**config.mk**
```make
export PLATFORM = sky130hd
export DESIGN_NAME = pwm_carrier_gen_flat
export DESIGN_NICKNAME = d
export VERILOG_FILES = /design/src/rtl/pwm_pkg.sv /design/src/rtl/pwm_carrier_gen_if.sv /design/src/rtl/sync_edge_detect.sv /design/src/rtl/pwm_carrier_gen.sv /design/src/flat_wrapper.sv
export SDC_FILE = /design/constraint.sdc
export NUM_CORES = 1
export LEC_CHECK = 0
export ABC_AREA = 1
export CAP_MARGIN = 20
export CORE_MARGIN = 2
export CORE_UTILIZATION = 40
export CTS_BUF_LIST = sky130_fd_sc_hd__clkbuf_16
export CTS_CLUSTER_DIAMETER = 50
export DETAILED_ROUTE_END_ITERATION = 10
export GPL_TIMING_DRIVEN = 0
export PLACE_DENSITY = 0.66
export REMOVE_ABC_BUFFERS = 1
export SLEW_MARGIN = 20
export SYNTH_ARGS = -nofsm -noshare
export SYNTH_HDL_FRONTEND = slang
export SYNTH_SLANG_ARGS = --single-unit
```
**constraint.sdc**
```tcl
create_clock -name clk_i -period 4.2 [get_ports clk_i]
set_input_delay 0.63 -clock clk_i [delete_from_list [all_inputs] [get_ports clk_i]]
set_output_delay 0.63 -clock clk_i [all_outputs]
set_load 0.01 [all_outputs]
```
**src/rtl/pwm_pkg.sv**
```systemverilog
// Shared definitions for the PWM carrier generator: FSM encoding and period limits.
package pwm_pkg;

    typedef enum logic [1:0] {
        ST_STOP  = 2'd0,
        ST_RUN   = 2'd1,
        ST_DRAIN = 2'd2
    } pwm_state_e;

    localparam int          PERIOD_W       = 16;
    localparam logic [15:0] PERIOD_MIN_DEF = 16'd4;
    localparam logic [15:0] PERIOD_MAX_DEF = 16'h7FFE;

endpackage

```
**src/rtl/pwm_carrier_gen_if.sv**
```systemverilog
// Control inputs and carrier status outputs of the PWM carrier generator.
interface pwm_carrier_gen_if;
    import pwm_pkg::*;

    logic                enable_i;
    logic [PERIOD_W-1:0] period_i;
    logic                sync_i;
    logic [PERIOD_W-1:0] local_counter_o;
    logic                sync_phase_o;
    logic [PERIOD_W-1:0] current_period_o;
    logic [PERIOD_W-1:0] next_period_o;
    logic                sync_o;
    logic                running_o;

    modport master (
        output enable_i, period_i, sync_i,
        input  local_counter_o, sync_phase_o, current_period_o,
               next_period_o, sync_o, running_o
    );

    modport slave (
        input  enable_i, period_i, sync_i,
        output local_counter_o, sync_phase_o, current_period_o,
               next_period_o, sync_o, running_o
    );

endinterface

```
**src/rtl/sync_edge_detect.sv**
```systemverilog
// Two-flop synchroniser followed by a rising-edge detector for an asynchronous strobe.
module sync_edge_detect (
    input  logic clk_i,
    input  logic rst_i,
    input  logic d_i,
    output logic rise_o
);

    logic meta_q;
    logic sync_q;
    logic prev_q;

    always_ff @(posedge clk_i) begin
        if (rst_i) begin
            meta_q <= 1'b0;
            sync_q <= 1'b0;
            prev_q <= 1'b0;
        end else begin
            meta_q <= d_i;
            sync_q <= meta_q;
            prev_q <= sync_q;
        end
    end

    // Decoded straight from flops so the event is seen on the third edge after d_i rises.
    assign rise_o = sync_q & ~prev_q;

endmodule

```
**src/rtl/pwm_carrier_gen.sv**
```systemverilog
// Up-counting PWM carrier with half-period phase flag, cycle-start pulse and external resync.
module pwm_carrier_gen
    import pwm_pkg::*;
#(
    parameter logic [15:0] PERIOD_MIN = PERIOD_MIN_DEF,
    parameter logic [15:0] PERIOD_MAX = PERIOD_MAX_DEF
) (
    input  logic                clk_i,
    input  logic                rst_i,
    pwm_carrier_gen_if.slave    bus
);

    pwm_state_e          state_q, state_d;
    logic [PERIOD_W-1:0] cnt_q, cnt_d;
    logic                phase_q, phase_d;
    logic [PERIOD_W-1:0] cur_q, cur_d;
    logic [PERIOD_W-1:0] nxt_q;
    logic                pulse_q, pulse_d;
    logic                running_q;
    logic [PERIOD_W-1:0] half;
    logic                last;
    logic                sync_evt;

    function automatic logic [PERIOD_W-1:0] clamp_period(input logic [PERIOD_W-1:0] p);
        logic [PERIOD_W-1:0] even;
        even = {p[PERIOD_W-1:1], 1'b0};
        if (even < PERIOD_MIN)
            return PERIOD_MIN;
        else if (even > PERIOD_MAX)
            return PERIOD_MAX;
        else
            return even;
    endfunction

    sync_edge_detect u_sync (
        .clk_i  (clk_i),
        .rst_i  (rst_i),
        .d_i    (bus.sync_i),
        .rise_o (sync_evt)
    );

    assign half = {1'b0, cur_q[PERIOD_W-1:1]};
    assign last = (cnt_q == half - 16'd1);

    always_comb begin
        state_d = state_q;
        cnt_d   = cnt_q;
        phase_d = phase_q;
        cur_d   = cur_q;
        pulse_d = 1'b0;
        case (state_q)
            ST_STOP: begin
                cnt_d   = '0;
                phase_d = 1'b0;
                // nxt_q is zero only in the first cycle after reset; never start on it.
                if (bus.enable_i && (nxt_q != '0)) begin
                    state_d = ST_RUN;
                    cur_d   = nxt_q;
                    pulse_d = 1'b1;
                end
            end
            ST_RUN, ST_DRAIN: begin
                if (state_q == ST_RUN && !bus.enable_i)
                    state_d = ST_DRAIN;
                else if (state_q == ST_DRAIN && bus.enable_i)
                    state_d = ST_RUN;

                if (sync_evt) begin
                    cnt_d   = '0;
                    phase_d = 1'b0;
                    cur_d   = nxt_q;
                    pulse_d = 1'b1;
                end else if (last) begin
                    cnt_d   = '0;
                    phase_d = ~phase_q;
                    if (phase_q) begin
                        // Cycle start: a drained carrier stops here silently.
                        if (state_q == ST_DRAIN && !bus.enable_i) begin
                            state_d = ST_STOP;
                        end else begin
                            cur_d   = nxt_q;
                            pulse_d = 1'b1;
                        end
                    end
                end else begin
                    cnt_d = cnt_q + 16'd1;
                end
            end
            default: state_d = ST_STOP;
        endcase
    end

    always_ff @(posedge clk_i) begin
        if (rst_i) begin
            state_q   <= ST_STOP;
            cnt_q     <= '0;
            phase_q   <= 1'b0;
            cur_q     <= '0;
            nxt_q     <= '0;
            pulse_q   <= 1'b0;
            running_q <= 1'b0;
        end else begin
            state_q   <= state_d;
            cnt_q     <= cnt_d;
            phase_q   <= phase_d;
            cur_q     <= cur_d;
            nxt_q     <= clamp_period(bus.period_i);
            pulse_q   <= pulse_d;
            running_q <= (state_d != ST_STOP);
        end
    end

    assign bus.local_counter_o  = cnt_q;
    assign bus.sync_phase_o     = phase_q;
    assign bus.current_period_o = cur_q;
    assign bus.next_period_o    = nxt_q;
    assign bus.sync_o           = pulse_q;
    assign bus.running_o        = running_q;

endmodule
```
**src/flat_wrapper.sv**
```systemverilog
// flat-port wrapper written by rule: the top's interface ports become plain ports
module pwm_carrier_gen_flat import pwm_pkg::*;
#(
    parameter logic [15:0] PERIOD_MIN = PERIOD_MIN_DEF,
    parameter logic [15:0] PERIOD_MAX = PERIOD_MAX_DEF
)
  (clk_i, rst_i, bus_enable_i, bus_period_i, bus_sync_i, bus_local_counter_o, bus_sync_phase_o, bus_current_period_o, bus_next_period_o, bus_sync_o, bus_running_o);
  pwm_carrier_gen_if bus_i ();
  input  logic clk_i;
  input  logic rst_i;
  input wire logic [$bits(bus_i.enable_i)-1:0] bus_enable_i;
  input wire logic [$bits(bus_i.period_i)-1:0] bus_period_i;
  input wire logic [$bits(bus_i.sync_i)-1:0] bus_sync_i;
  output wire logic [$bits(bus_i.local_counter_o)-1:0] bus_local_counter_o;
  output wire logic [$bits(bus_i.sync_phase_o)-1:0] bus_sync_phase_o;
  output wire logic [$bits(bus_i.current_period_o)-1:0] bus_current_period_o;
  output wire logic [$bits(bus_i.next_period_o)-1:0] bus_next_period_o;
  output wire logic [$bits(bus_i.sync_o)-1:0] bus_sync_o;
  output wire logic [$bits(bus_i.running_o)-1:0] bus_running_o;
  assign bus_i.enable_i = bus_enable_i;
  assign bus_i.period_i = bus_period_i;
  assign bus_i.sync_i = bus_sync_i;
  assign bus_local_counter_o = bus_i.local_counter_o;
  assign bus_sync_phase_o = bus_i.sync_phase_o;
  assign bus_current_period_o = bus_i.current_period_o;
  assign bus_next_period_o = bus_i.next_period_o;
  assign bus_sync_o = bus_i.sync_o;
  assign bus_running_o = bus_i.running_o;
  pwm_carrier_gen #(.PERIOD_MIN(PERIOD_MIN), .PERIOD_MAX(PERIOD_MAX)) u_core (.clk_i(clk_i), .rst_i(rst_i), .bus(bus_i));
endmodule
```
==> flow_summary.json, run 1 <==
{
  "tightest_slew_ns": 0.699,
  "switching_power_uw": 578,
  "maxCapViolCount": 0,
  "cts_tree": "yes",
  "core.rowCount": 32,
  "antenna_cells": 0,
  "fmax_ghz": 0.377,
  "setup_viol": 0,
  "cp_max_fo": 21,
  "grt-ovfl-total": 0,
  "clk_pin_slew_ns": 0.07,
  "yosysWarnings": 0,
  "layout.cells.non_filler": 655,
  "layout_common_cells": "106 x nand2_1, 93 x nor2_1, 81 x inv_1",
  "max_stage_delay_ns": 0.54,
  "cp_common_cell": "inv_1",
  "drv_slew": 0,
  "drive_gt1_share_pct": 7.78,
  "grt_max_degree": 22,
  "clock_latency_ns": 0.29,
  "track_usage_pct": 18.9,
  "synth_cell_type_count": 31,
  "critical_path_class": "reg2reg",
  "die_x_um": 92.7,
  "muxShareOfSynthArea_pct": 0,
  "clk_path_buf_depth": 2,
  "ant_nets": 0,
  "yosys.area_share.xor_xnor_pct": 5.29,
  "fin_util_pct": 53.0,
  "numPortBuffers": 67,
  "period_needed_ns": 2.65,
  "rsz0062_at_grt": "no",
  "synth_area_sq_mm": 0.00314,
  "fp.dieH_um": 92.7,
  "avgSynthCellArea_sq_um": 6.43,
  "wl_per_cell_um": 11.9,
  "clock-sinks": 54,
  "skew_ns": 0.00620,
  "r2r_cells": 9,
  "combinationalPowerShare_pct": 33.8,
  "slowest_stage": "inv_1",
  "grt_pass1_wl_um": 13000,
  "dr.first_iter.drc_count": 113,
  "synth_simple_gate_area_share_pct": 41.9,
  "wirelength_um": 7800,
  "leakage_uw": 0.00185,
  "core-area_sq_mm": 0.00769,
  "p_per_area_mw_per_mm2": 420,
  "synthArstFlopShare_pct": 0,
  "clkPwrFrac_pct": 30.4,
  "grt_pass1_vias": 2855,
  "cts-root-buf": "clkbuf_16",
  "worstPathArrival_ns": 2.86,
  "ys.flop_type": "dfxtp_1",
  "cts_hold_buf": 0,
  "nets": 578,
  "worstReg2RegEnd": "u_core.bus.local_counter_o[12]",
  "nFillCells": 762,
  "finalHoldViolations": 0,
  "h-tree-depth": 2,
  "mostFrequentLayoutCell": "nand2_1",
  "syn_to_final_growth_pct": 29.6,
  "p_sw_share_pct": 33.7,
  "holdWs_ns": 0.411,
  "initial_utilization_pct": 40.9,
  "synth_edf_count": 0,
  "first_pass_iters": 4,
  "regToRegSetupSlack_ns": 1.55,
  "antenna_found_initial": 0,
  "post_cts_resized": 0,
  "cts_setup_buffers": 0,
  "placed_cells": 647,
  "peakVddDrop_mv": 0.211,
  "pre_cts_slack_ns": 1.13,
  "io_pins": 71,
  "die-area_sq_mm": 0.00859,
  "netlist_instances": 489,
  "end_kind": "register",
  "hold_start": "u_core.u_sync.meta_q",
  "holdPathEnd": "u_core.u_sync.sync_q",
  "synth_compound_area_share_pct": 3.22,
  "critPathLaunchType": "register",
  "dr_total_vias": 3028,
  "synthAdderAreaFrac_pct": 2.39,
  "slew_headroom_pct": 53.4,
  "p_int_uw": 1130,
  "drc_errors": 0,
  "synth_top_family_by_area": "simple AND/OR/NAND/NOR gates",
  "layout_setup_ws_ns": 1.55,
  "hp-class": "reg2reg",
  "final.setup.tns_ns": 0,
  "seqPwrFrac_pct": 35.8,
  "path_cells": "ha_1 -> inv_1 -> nand3_1 -> nor3_1 -> inv_1 -> nor2_1 -> nand2_1 -> or2_2 -> a21oi_1",
  "outcome": "complete, no violations",
  "timing.rr.start": "u_core.state_q[0]",
  "viasPerCell": 4.62,
  "routabilityCongestion": 0.871,
  "numCtsBuffers": 5,
  "min_period_over_period_pct": 63.1,
  "dpl.hpwl_um": 6150,
  "hold_depth": 2,
  "yosysSeqAreaShare_pct": 34.4,
  "critPathRequiredTime_ns": 4.41,
  "synth_seq_cells": 54
}
==> power groups by stage <==
stage | sequential (uW) | combinational (uW) | clock, uW
final | 614 | 579 | 520
after detailed placement | 627 | 575 | 0
after floorplan | 629 | 379 | 0
after global routing | 622 | 660 | 547
after global placement | 626 | 563 | 0
after CTS | 615 | 581 | 527
==> routing by layer <==
metal | GRT usage, % | share of wire [%] | up-vias
li1 | - | - | 1622
met1 | 23.5 | 45 | 1305
met2 | 32.0 | 47 | 82
met3 | 4.31 | 5.6 | 19
met4 | 6.86 | 2.4 | 0
met5 | 0 | 0 | -
==> through the flow <==
| step | area (sq um) | power, uW |
|---|---|---|
| after global placement | 3880 | 1190 |
| after detailed placement | 3880 | 1200 |
| after floorplan | 3080 | 1010 |
| final | 4070 | 1710 |
| after CTS | 4070 | 1720 |
| after global routing | 4070 | 1830 |
==> cells by family (layout without fill, tap and decap cells) <==
| group | Yosys count | in the layout |
|---|---|---|
| AO/OA/AOI/OAI | 19 | 19 |
| XOR/XNOR | 19 | 19 |
| adder cells (fa/ha/maj) | 6 | 6 |
| buffers and inverters | 101 | 163 |
| flip-flops | 54 | 54 |
| other | 1 | 3 |
| AND/OR/NAND/NOR | 289 | 289 |
==> synthesized netlist by cell type (8+ instances only) <==
library cell  instances  area, sq um
nand2_1             106          398
inv_1                81          304
nor3_1               10         50.1
a21oi_1              10         50.1
nor2_1               93          349
xor2_1               10         87.6
clkbuf_1              8         30.0
dfxtp_1              54         1080
xnor2_1               9         78.8
nand2_2              15         93.8
nand3_1              20          100
nand4_1              20          125
==> worst max-delay path by stage <==
stage | slack (ns) | start | endpoint
2_1_floorplan | 2.02 | u_core.state_q[0] | u_core.bus.current_period_o[15]
3_3_place_gp | 1.18 | bus_enable_i | u_core.bus.current_period_o[2]
3_5_place_dp | 1.13 | bus_enable_i | u_core.bus.current_period_o[1]
4_1_cts | 1.42 | bus_enable_i | u_core.bus.current_period_o[1]
5_1_grt | 1.32 | u_core.state_q[0] | u_core.bus.local_counter_o[12]
6_report | 1.55 | u_core.state_q[0] | u_core.bus.local_counter_o[12]
==> registers in the layout (all words and copies together) (netlist names) <==
name,count
u_core.bus.current_period_o,15
u_core.bus.local_counter_o,16
u_core.bus.next_period_o,15
u_core.bus.running_o,1
u_core.bus.sync_o,1
u_core.bus.sync_phase_o,1
u_core.state_q,2
u_core.u_sync.meta_q,1
u_core.u_sync.prev_q,1
u_core.u_sync.sync_q,1
==> critical path, delay by kind of cell, from the launching register on <==
kind	cells	cell delay, ns
buf+inv	2	0.66
flops	1	0.36
fa+ha+maj	1	0.33
simple gates	5	1.10
compound gates	1	0.13
==> layout make-up <==
type	instances	area, sq um	area share [%]
tap	102	128	3.13
clock inverter	3	63.8	1.57
clock buffer	5	125	3.07
multi-input combinational	336	1680	41.1
inverter	88	330	8.11
timing repair buffer	67	671	16.5
sequential	54	1080	26.5
(Power assumes the default switching activity.)
==> run 2: changes to the inputs <==
==> constraint.sdc (replaced) <==
create_clock -name clk_i -period 2.65 [get_ports clk_i]
set_input_delay 0.3975 -clock clk_i [delete_from_list [all_inputs] [get_ports clk_i]]
set_output_delay 0.3975 -clock clk_i [all_outputs]
set_load 0.01 [all_outputs]
==> flow_summary.json, run 2 (synthesized netlist as in run 1, its figures left out) <==
{
  "leakage_uw": 0.00186,
  "routabilityCongestion": 0.871,
  "drv_slew": 0,
  "layout_setup_ws_ns": 0.288,
  "hp-class": "reg2reg",
  "tightest_slew_ns": 0.699,
  "clock-sinks": 54,
  "switching_power_uw": 917,
  "drc_errors": 0,
  "first_pass_iters": 4,
  "critPathRequiredTime_ns": 2.87,
  "timing.rr.start": "u_core.state_q[0]",
  "maxCapViolCount": 0,
  "track_usage_pct": 18.9,
  "cp-endpoint": "u_core.bus.local_counter_o[12]",
  "die-area_sq_mm": 0.00859,
  "ant_nets": 0,
  "dr.first_iter.drc_count": 113,
  "worstReg2RegEnd": "u_core.bus.local_counter_o[12]",
  "end_kind": "register",
  "nFillCells": 759,
  "skew_ns": 0.00608,
  "cts_tree": "yes",
  "outcome": "complete, no violations",
  "holdWs_ns": 0.411,
  "syn_to_final_growth_pct": 29.8,
  "die_x_um": 92.7,
  "grt_pass1_vias": 2855,
  "wl_per_cell_um": 11.9,
  "p_sw_share_pct": 33.8,
  "wirelength_um": 7810,
  "numPortBuffers": 67,
  "critical_path_class": "reg2reg",
  "multi_input_area_sq_mm": 0.00168,
  "peakVddDrop_mv": 0.339,
  "min_period_over_period_pct": 89.1,
  "r2r_cells": 9,
  "fmax_ghz": 0.423,
  "combinationalPowerShare_pct": 33.8,
  "seqPwrFrac_pct": 35.8,
  "drive_gt1_share_pct": 7.96,
  "fin_util_pct": 53.1,
  "p_per_area_mw_per_mm2": 665,
  "worstPathArrival_ns": 2.58,
  "antenna_cells": 0,
  "mostFrequentLayoutCell": "nand2_1",
  "dr_total_vias": 3032,
  "core.rowCount": 32,
  "setup_viol": 0,
  "clkPwrFrac_pct": 30.3,
  "numCtsBuffers": 5,
  "io_pins": 71,
  "grt_pass1_wl_um": 13000,
  "viasPerCell": 4.63,
  "dpl.hpwl_um": 6150,
  "clk_pin_slew_ns": 0.07,
  "finalHoldViolations": 0,
  "clk_path_buf_depth": 2,
  "cp_max_fo": 21,
  "grt_max_degree": 22,
  "p_int_uw": 1800,
  "h-tree-depth": 2,
  "fp.dieH_um": 92.7,
  "cts_setup_buffers": 0,
  "core-area_sq_mm": 0.00769,
  "critPathLaunchType": "register",
  "cts-root-buf": "clkbuf_16",
  "pre_cts_slack_ns": -0.192,
  "final.setup.tns_ns": 0,
  "largest_reg_flops": 16,
  "nets": 578,
  "grt-ovfl-total": 0,
  "hold_depth": 2,
  "period_needed_ns": 2.36,
  "antenna_found_initial": 0,
  "setup.worst_path.start": "u_core.state_q[0]",
  "rsz0062_at_grt": "no",
  "layout_common_cells": "106 x nand2_1, 93 x nor2_1, 80 x inv_1",
  "clock_latency_ns": 0.29,
  "regToRegSetupSlack_ns": 0.29,
  "seq_area_sq_mm": 0.00108,
  "initial_utilization_pct": 40.9,
  "slew_headroom_pct": 53.4
}
run 2: changes by cell type in the layout (fill, tap and decap cells not counted), sizes merged:
| cell | previous run | this run |
|---|---|---|
| clkinvlp | 0 | 1 |
| inv | 86 | 85 |
run 2: cell type report:
cell class,instances,share of cell area (%)
timing repair buffer,67,16.4
tap,102,3.13
inverter,88,8.18
sequential,54,26.5
clock buffer,5,3.06
multi-input combinational,336,41.2
clock inverter,3,1.56
run 2: critical path, cell delays in order (launching register included):
cell	delay, ns
dfxtp_1	0.36
ha_1	0.35
clkinvlp_4	0.34
nand3_1	0.24
nor3_1	0.24
inv_1	0.12
nor2_1	0.15
nand2_1	0.09
or2_2	0.28
a21oi_1	0.13
run 2: power by group through the flow:
stage | clock, uW | sequential [uW] | combinational, uW
finish | 824 | 973 | 919
global route | 866 | 985 | 1050
CTS | 835 | 975 | 923
floorplan | 0 | 998 | 601
global placement | 0 | 992 | 893
detailed placement | 0 | 993 | 912
run 2: metrics by stage:
step,std cells,power (uW),cell area (sq um)
floorplan,478,1600,3080
global placement,647,1880,3880
detailed placement,647,1910,3880
CTS,655,2730,4070
global route,655,2900,4080
finish,655,2720,4080
run 2: worst min-delay path by stage:
stage | start | end | slack, ns
floorplan | u_core.u_sync.meta_q | u_core.u_sync.sync_q | 0.39
global placement | u_core.u_sync.meta_q | u_core.u_sync.sync_q | 0.40
detailed placement | u_core.u_sync.meta_q | u_core.u_sync.sync_q | 0.40
CTS | u_core.u_sync.meta_q | u_core.u_sync.sync_q | 0.41
global route | u_core.u_sync.meta_q | u_core.u_sync.sync_q | 0.45
finish | u_core.u_sync.meta_q | u_core.u_sync.sync_q | 0.41
run 2: per-layer routing:
layer / GRT usage (%) / vias to the layer above / part of all wire (%)
li1: - / 1624 / -
met1: 23.5 / 1305 / 45
met2: 32.0 / 84 / 47
met3: 4.31 / 19 / 5.7
met4: 6.86 / 0 / 2.4
met5: 0 / - / 0
run 2: repair_timing:
| action | CTS | global route |
|---|---|---|
| hold buffers | 0 | 0 |
| endpoints found under the setup margin | 1 | 14 |
| resized for setup | 1 | 2 |
==> run 3: changes to the inputs <==
--- a/config.mk
+++ b/config.mk
@@ -7,13 +7,13 @@
 export LEC_CHECK = 0
 export ABC_AREA = 1
 export CAP_MARGIN = 20
-export CORE_MARGIN = 2
+export CORE_MARGIN = 3
 export CORE_UTILIZATION = 40
 export CTS_BUF_LIST = sky130_fd_sc_hd__clkbuf_16
-export CTS_CLUSTER_DIAMETER = 50
+export CTS_CLUSTER_DIAMETER = 150
 export DETAILED_ROUTE_END_ITERATION = 10
 export GPL_TIMING_DRIVEN = 0
-export PLACE_DENSITY = 0.66
+export PLACE_DENSITY = 0.68
 export REMOVE_ABC_BUFFERS = 1
 export SLEW_MARGIN = 20
 export SYNTH_ARGS = -nofsm -noshare
==> constraint.sdc (replaced) <==
create_clock -name clk_i -period 2.1 [get_ports clk_i]
set_input_delay 0.315 -clock clk_i [delete_from_list [all_inputs] [get_ports clk_i]]
set_output_delay 0.315 -clock clk_i [all_outputs]
set_load 0.01 [all_outputs]
==> flow_summary.json, run 3 (synthesized netlist as in run 1, its figures left out) <==
{
  "outcome": "complete, no violations",
  "syn_to_final_growth_pct": 36.9,
  "hp-class": "reg2reg",
  "clock-sinks": 54,
  "p_per_area_mw_per_mm2": 794,
  "routabilityCongestion": 0.877,
  "mostFrequentLayoutCell": "nand2_1",
  "fmax_ghz": 0.495,
  "initial_utilization_pct": 42.2,
  "cts_hold_buf": 0,
  "numCtsBuffers": 5,
  "grt-ovfl-total": 0,
  "core-area_sq_mm": 0.00745,
  "maxCapViolCount": 0,
  "numPortBuffers": 67,
  "grt_pass1_vias": 3091,
  "placed_cells": 644,
  "wl_per_cell_um": 12.7,
  "worstPathArrival_ns": 2.26,
  "rsz0062_at_grt": "yes",
  "track_usage_pct": 20.0,
  "wl_met2_um": 4080,
  "period_needed_ns": 2.02,
  "dpl.hpwl_um": 6220,
  "setup.worst_path.start": "u_core.state_q[0]",
  "critical_path_class": "reg2reg",
  "critPathRequiredTime_ns": 2.34,
  "layout.cells.non_filler": 668,
  "finalHoldViolations": 0,
  "dr.first_iter.drc_count": 134,
  "cp_max_fo": 7,
  "io_pins": 71,
  "skew_ns": 0.00443,
  "setup_viol": 0,
  "hold_start": "u_core.u_sync.meta_q",
  "nFillCells": 719,
  "route.met3.wl_um": 503,
  "tightest_slew_ns": 0.540,
  "top_layer": "met4",
  "drv_slew": 0,
  "cts-root-buf": "clkbuf_16",
  "end_kind": "register",
  "dr_total_vias": 3175,
  "m1WireLength_um": 3700,
  "h-tree-depth": 2,
  "min_period_over_period_pct": 96.1,
  "layout_common_cells": "103 x nand2_1, 87 x nor2_1, 79 x inv_1",
  "nets": 594,
  "wirelength_um": 8480,
  "clk_pin_slew_ns": 0.07,
  "slew_headroom_pct": 64.0,
  "grt_max_degree": 20,
  "largest_reg_flops": 16,
  "fin_util_pct": 57.8,
  "first_pass_iters": 5,
  "ant_nets": 0,
  "antenna_found_initial": 0,
  "leakage_uw": 0.00194,
  "cts_tree": "yes",
  "r2r_cells": 9,
  "critPathLaunchType": "register",
  "fp.dieH_um": 94.7,
  "hold_depth": 2,
  "peakVddDrop_mv": 0.397,
  "drive_gt1_share_pct": 13.7,
  "die_x_um": 94.7,
  "timing.rr.start": "u_core.state_q[0]",
  "grt_pass1_wl_um": 14100,
  "drc_errors": 0,
  "die-area_sq_mm": 0.00896,
  "viasPerCell": 4.75,
  "core.rowCount": 31,
  "antenna_cells": 0,
  "clock_latency_ns": 0.30,
  "clk_path_buf_depth": 2
}
==> run 3: worst paths after layout <==
kind	end	slack, ns
hold reg to reg	u_core.u_sync.sync_q	0.42
setup / recovery	u_core.bus.current_period_o[5]	0.08
setup reg to reg	u_core.bus.current_period_o[5]	0.08
hold / removal	u_core.u_sync.sync_q	0.42
==> run 3: metrics by stage <==
stage | total power [uW] | setup WS, ns | setup TNS, ns | instance area, sq um | hold slack (ns)
floorplan | 2020 | -0.0840 | -1.13 | 3080 | 0.384
global placement | 2380 | -0.606 | -13.80 | 3880 | 0.400
detailed placement | 2400 | -0.676 | -15.99 | 3880 | 0.414
CTS | 3330 | 0.00156 | 0 | 4180 | 0.423
global route | 3650 | -0.0686 | -0.837 | 4310 | 0.455
finish | 3420 | 0.0816 | 0 | 4310 | 0.416
==> run 3: power by group <==
group | switching (uW) | internal [uW]
logic | 765 | 583
clock network | 390 | 443
registers | 120 | 1120
==> run 3: repair_timing <==
| action | in CTS | in global routing |
|---|---|---|
| cloned | 4 | 0 |
| pin swaps | 4 | 9 |
| endpoints found under the setup margin | 32 | 36 |
| gates resized for setup | 19 | 18 |
| buffers inserted | 7 | 5 |
==> run 3: cell type report <==
type                    count  area [sq um]  area share, %
inverters                  88           338           7.85
flip-flops and latches     54          1090           25.3
well taps                  99           124           2.88
multi-input cells         339          1820           42.3
repair inverters            1          5.00          0.116
repair buffers             79           786           18.3
clock inverters             3          20.0          0.465
clock buffers               5           125           2.91
==> run 3: routing by layer <==
metal  vias to the layer above  global-route usage [%]
li1                       1658                       -
met1                      1395                    24.3
met2                       101                    34.5
met3                        21                    4.38
met4                         0                    7.21
met5                         -                       0
==> run 3: critical path: stages (launching register included) <==
cell and delay [ns]:
dfxtp_1 0.42, inv_1 0.09, ha_1 0.32, inv_1 0.09
nor2_2 0.45, nand2_8 0.14, buf_4 0.18, nand4_1 0.06
nand2_1 0.08, nor2_1 0.11
